**config.mk**
```make
export PLATFORM = sky130hd
export DESIGN_NAME = hex_display_ctrl
export DESIGN_NICKNAME = d
export VERILOG_FILES = /design/src/rtl/hex_disp_pkg.sv /design/src/rtl/seg7_encode.sv /design/src/rtl/hex_display_ctrl.sv
export SDC_FILE = /design/constraint.sdc
export NUM_CORES = 1
export LEC_CHECK = 0
export BUFFER_PORTS_ARGS = -buffer_cell sky130_fd_sc_hd__buf_2
export CORE_MARGIN = 2
export CORE_UTILIZATION = 55
export CTS_BUF_LIST = sky130_fd_sc_hd__clkbuf_4 sky130_fd_sc_hd__clkbuf_8
export DETAILED_ROUTE_END_ITERATION = 8
export GPL_TIMING_DRIVEN = 0
export PLACE_DENSITY_LB_ADDON = 0.25
export SLEW_MARGIN = 20
export SYNTH_ARGS = -nofsm -noshare
export SYNTH_HDL_FRONTEND = slang
export SYNTH_SLANG_ARGS = --single-unit
```
**constraint.sdc**
```tcl
create_clock -name Clock -period 5.5 [get_ports Clock]
set_input_delay 1.1 -clock Clock [delete_from_list [all_inputs] [get_ports Clock]]
set_output_delay 1.1 -clock Clock [all_outputs]
set_load 0.02 [all_outputs]
```
**src/rtl/hex_disp_pkg.sv**
```systemverilog
// Shared constants for the seven-segment display path: segment width,
// the active-low blank pattern and the 16 hexadecimal glyph codes.
package hex_disp_pkg;

    localparam int SEG_W = 7;

    localparam logic [SEG_W-1:0] SEG_BLANK = 7'h7F;

    // Active-low glyphs, bit0 = segment a .. bit6 = segment g
    localparam logic [SEG_W-1:0] SEG_CODES [16] = '{
        7'h40, 7'h79, 7'h24, 7'h30,
        7'h19, 7'h12, 7'h02, 7'h78,
        7'h00, 7'h10, 7'h08, 7'h03,
        7'h46, 7'h21, 7'h06, 7'h0E
    };

endpackage

```
**src/rtl/seg7_encode.sv**
```systemverilog
// Combinational nibble to active-low seven-segment glyph lookup.
module seg7_encode
    import hex_disp_pkg::*;
(
    input  logic [3:0]       nibble_i,
    output logic [SEG_W-1:0] seg_o
);

    // Table lookup of the glyph for one hexadecimal digit
    always_comb begin
        seg_o = SEG_CODES[nibble_i];
    end

endmodule

```
**src/rtl/hex_display_ctrl.sv**
```systemverilog
// Multi-digit hex display controller: value capture with acknowledge,
// leading-zero blanking, per-digit enables and a blink timer, registered HEX.
module hex_display_ctrl
    import hex_disp_pkg::*;
#(
    parameter int N_DIGITS  = 6,
    parameter int BLINK_DIV = 25_000_000
) (
    input  logic                      Clock,
    input  logic                      Reset,
    input  logic                      Load,
    input  logic [4*N_DIGITS-1:0]     Value,
    input  logic                      BlankEn,
    input  logic                      BlinkEn,
    input  logic [N_DIGITS-1:0]       DigitEn,
    output logic                      LoadAck,
    output logic                      BlinkPhase,
    output logic [SEG_W*N_DIGITS-1:0] HEX
);

    localparam int VAL_W = 4 * N_DIGITS;
    localparam int HEX_W = SEG_W * N_DIGITS;
    // Keep at least one counter bit so BLINK_DIV = 1 still elaborates
    localparam int CNT_W = (BLINK_DIV > 1) ? $clog2(BLINK_DIV) : 1;
    localparam logic [CNT_W-1:0] CNT_MAX = CNT_W'(BLINK_DIV - 1);

    logic [VAL_W-1:0]  value_d, value_q;
    logic              ack_d, ack_q;
    logic [CNT_W-1:0]  cnt_d, cnt_q;
    logic              phase_d, phase_q;
    logic [HEX_W-1:0]  hex_d, hex_q;

    logic [N_DIGITS-1:0] keep_s;
    logic                seen_s;
    logic                blank_all_s;
    logic [SEG_W-1:0]    seg_s [N_DIGITS];

    // One glyph encoder per digit, fed from the stored value
    for (genvar g = 0; g < N_DIGITS; g++) begin : g_enc
        seg7_encode u_enc (
            .nibble_i (value_q[4*g +: 4]),
            .seg_o    (seg_s[g])
        );
    end

    // Value capture, acknowledge and blink timer next-state
    always_comb begin
        value_d = value_q;
        ack_d   = 1'b0;
        cnt_d   = cnt_q;
        phase_d = phase_q;
        if (Load) begin
            // Restart the blink cycle so a fresh value gets a full visible half
            value_d = Value;
            ack_d   = 1'b1;
            cnt_d   = '0;
            phase_d = 1'b0;
        end else if (!BlinkEn) begin
            cnt_d   = '0;
            phase_d = 1'b0;
        end else if (cnt_q == CNT_MAX) begin
            cnt_d   = '0;
            phase_d = ~phase_q;
        end else begin
            cnt_d   = cnt_q + CNT_W'(1);
        end
    end

    // Mark digits at or below the most significant nonzero nibble; digit 0 always kept
    always_comb begin
        seen_s = 1'b0;
        keep_s = '0;
        for (int i = N_DIGITS - 1; i >= 0; i--) begin
            if (value_q[4*i +: 4] != 4'h0) begin
                seen_s = 1'b1;
            end else begin
                seen_s = seen_s;
            end
            keep_s[i] = seen_s || (i == 0);
        end
    end

    // Per-digit segment selection with blink, enable and leading-zero blanking
    always_comb begin
        hex_d       = '1;
        blank_all_s = BlinkEn && phase_q;
        for (int i = 0; i < N_DIGITS; i++) begin
            if (blank_all_s || !DigitEn[i] || (BlankEn && !keep_s[i])) begin
                hex_d[SEG_W*i +: SEG_W] = SEG_BLANK;
            end else begin
                hex_d[SEG_W*i +: SEG_W] = seg_s[i];
            end
        end
    end

    // State registers; reset wins over a simultaneous load
    always_ff @(posedge Clock) begin
        if (Reset) begin
            value_q <= '0;
            ack_q   <= 1'b0;
            cnt_q   <= '0;
            phase_q <= 1'b0;
            hex_q   <= '1;
        end else begin
            value_q <= value_d;
            ack_q   <= ack_d;
            cnt_q   <= cnt_d;
            phase_q <= phase_d;
            hex_q   <= hex_d;
        end
    end

    assign LoadAck    = ack_q;
    assign BlinkPhase = phase_q;
    assign HEX        = hex_q;

endmodule

```
==> key figures <==
Critical path
  – Crit-path slowest cell: a21oi_1
  – Crit path kind: input pin to flop
  – Worst-path fanout max: 9
  – Crit start category: input pin
  – Worst path cell trace: clkbuf_1, a21oi_1, nand2_1, a31oi_1, o311ai_0
  – CP Data Required Time: 5.70 ns
  – CP peak stage delay: 0.58 ns
  – Arrival @ worst endpoint: 2.69 ns
  – Worst Setup End Kind: flop

Synthesis
  – Top cell type's share of synthesized area: 0.415
  – Compound-Gate Fraction of Synth Area: 0.157
  – Synthesis warning total: 0
  – Post-synthesis mux area share: 0.0633
  – Main combinational cell family by area after synthesis: simple AND/OR/NAND/NOR gates
  – Mapped Area: 0.00449 mm2
  – Area leader, netlist: dfxtp_1
  – Mapped Cells: 501
  – Synth cell types: 42
  – Synth Area in XOR/XNOR: 0.0254
  – Synth Area in Simple Gates: 0.204
  – Top_reg_cell synth: dfxtp_1
  – Top-count cell post-synth: dfxtp_1
  – Synth top area cells: dfxtp_1, ha_1, mux2i_1
  – Syn_area_per_cell: 8.95 um2
  – FFs w/ async S/R, synth: 0
  – EDFF count, synth: 0
  – Post-Synth Adder-Cell Area: 0.0893
  – Post-Syn Nets: 568
  – Post-synth top cells: dfxtp_1, nor2_1, nand2_1
  – Synthesized flop and latch total: 93
  – Sequential area share after synthesis: 0.415

Job
  – Max Cap Violations: 0

Die
  – CORE AREA: 0.00781 mm2
  – Boundary pin count: 79
  – Die width: 94.3 um
  – Initial core utilization: 0.575
  – Row count: 32
  – Die area: 0.00889 mm2
  – DIE HEIGHT: 94.3 um

Clocking
  – Clk buf depth: 2
  – CTS Buf Count: 9
  – Clk slew on worst S/H paths: 0.09 ns
  – Clk sink count: 93
  – Hold buffers post-CTS: 0
  – Clock Latency Late Sink: 0.36 ns
  – Post-CTS resize count: 0
  – CTS tree: built
  – Postcts setup bufs: 0
  – CTS Root Cell: clkbuf_8
  – H-tree Lvls: 3

Pwr
  – PD cells: 266 mW/mm2
  – Overall Power: 0.00139 W
  – Maximum vdd drop: 0.162 mV
  – Lkg Pwr: 2.00 nW

Cells and area
  – Layout cells sized above 1: 0.175
  – Antenna Cells: 0
  – Fin nets: 655
  – Synthesis-to-layout area growth: 16.0%
  – Final Cell Area: 0.00520 mm2
  – Fillcell total: 656

GRT
  – Total global-route track usage: 0.227
  – Initial antenna violation count: 0
  – First-pass GRT wire length: 16.2 mm
  – Largest net degree at the start of global routing: 16
  – Vias in the first global route: 3633
  – GRT overflow: 0

Timing
  – RSZ-0062 raised after global routing: no
  – Setup violators final: 0
  – Clock Skew: 0.00828 ns
  – Final hold slack: 0.482 ns
  – Relative slew slack: 0.511
  – Pins over their slew limit: 0
  – Crit path time final: 2.49 ns
  – Hold Fails Final Rpt: 0
  – TNS Setup: 0 ns
  – Fmax: 402 MHz
  – Slew at the pin closest to its max-slew limit: 0.733 ns
  – Fin crit share: 0.453

Detailed routing
  – DR iter-0 viols: 223
  – Drt total wl: 9.68 mm
  – DR pass1 iterations: 4
  – DR vias/cell: 5.57
  – Vias: 3868
  – Final ANT Viol Nets: 0
  – Drt wl/cell: 13.9 um
  – Residual DRC: 0

Worst hold path
  – Hold Path Class: flop to flop

Place
  – GP Congestion: 0.929
  – Number of I/O port buffers: 76
  – Dpl cell area: 0.00499 mm2
  – DP HPWL: 7.16 mm

Run status
  – Status: finished, final reports clean
[metal layers]
metal  GRT usage  vias to the layer above  part of all wire
li1            -                     1950                 -
met1       0.291                     1785              0.45
met2       0.382                      119              0.47
met3      0.0353                       14             0.053
met4      0.0918                        0             0.019
met5           0                        -                 0
[power breakdown]
part | internal [W] | switching (W) | leakage [nW] | total (W)
sequential | 0.000705 | 0.0000195 | 0.764 | 0.000725
combinational | 0.0000721 | 0.000118 | 1.13 | 0.000190
clock | 0.000235 | 0.000237 | 0.102 | 0.000472
total | 0.00101 | 0.000374 | 2.00 | 0.00139
[critical path: cells and delay by family]
kind	cells	cell delay, ns
AO/OA/AOI/OAI	3	1.25
buffers and inverters	1	0.21
AND/OR/NAND/NOR	1	0.12
[metrics by stage]
step	worst slack, ns	cells	util
after floorplan	3.17	501	-
final	3.01	695	0.667
after CTS	3.01	695	0.667
after global routing	2.89	695	0.667
after global placement	2.68	679	0.640
after detailed placement	2.62	679	0.640
[worst paths after layout]
| check | slack (ns) | end | from | cells past startpoint |
|---|---|---|---|---|
| worst max-delay path | 3.01 | HEX[24] | Reset | 5 |
| worst min-delay path | 0.48 | cnt_q[20] | cnt_q[20] | 2 |
| worst max register to register | 3.23 | HEX[13] | value_q[20] | 6 |
| worst min register to register | 0.48 | cnt_q[20] | cnt_q[20] | 2 |
[cells by family after synthesis]
group | after synthesis
AO/OA/AOI/OAI | 100
XOR/XNOR | 13
adder cells (fa/ha/maj) | 32
buffers and inverters | 52
flip-flops | 93
multiplexers | 28
AND/OR/NAND/NOR | 183
[flip-flops by register name, summed over array words and instances (netlist names)]
name,flops
BlinkPhase,1
LoadAck,1
HEX,42
cnt_q,25
value_q,24
[cells in the final DEF (no fill, tap or decap), drive strengths merged, types with 8 or more instances in the layout]
cell type and instances:
nand3 13, clkbuf 35, nand2b 12, nand4 10, dfxtp 93, buf 78
o211ai 20, nand2 45, o311ai 21, o21ai 22, inv 26, ha 32
nor2 62, a21oi 14, mux2i 25, xnor2 8
[area by class of cell]
| cell class | instances | area [um2] | area share |
|---|---|---|---|
| buffer | 26 | 106 | 0.0204 |
| clock inverter | 5 | 58.8 | 0.0113 |
| clock buffer | 11 | 151 | 0.0291 |
| tap | 102 | 128 | 0.0245 |
| timing repair buffer | 76 | 380 | 0.0731 |
| sequential | 93 | 1860 | 0.358 |
| inverter | 26 | 97.6 | 0.0188 |
| multi-input combinational | 356 | 2420 | 0.465 |
No activity file was read; power rests on OpenSTA's default activity.
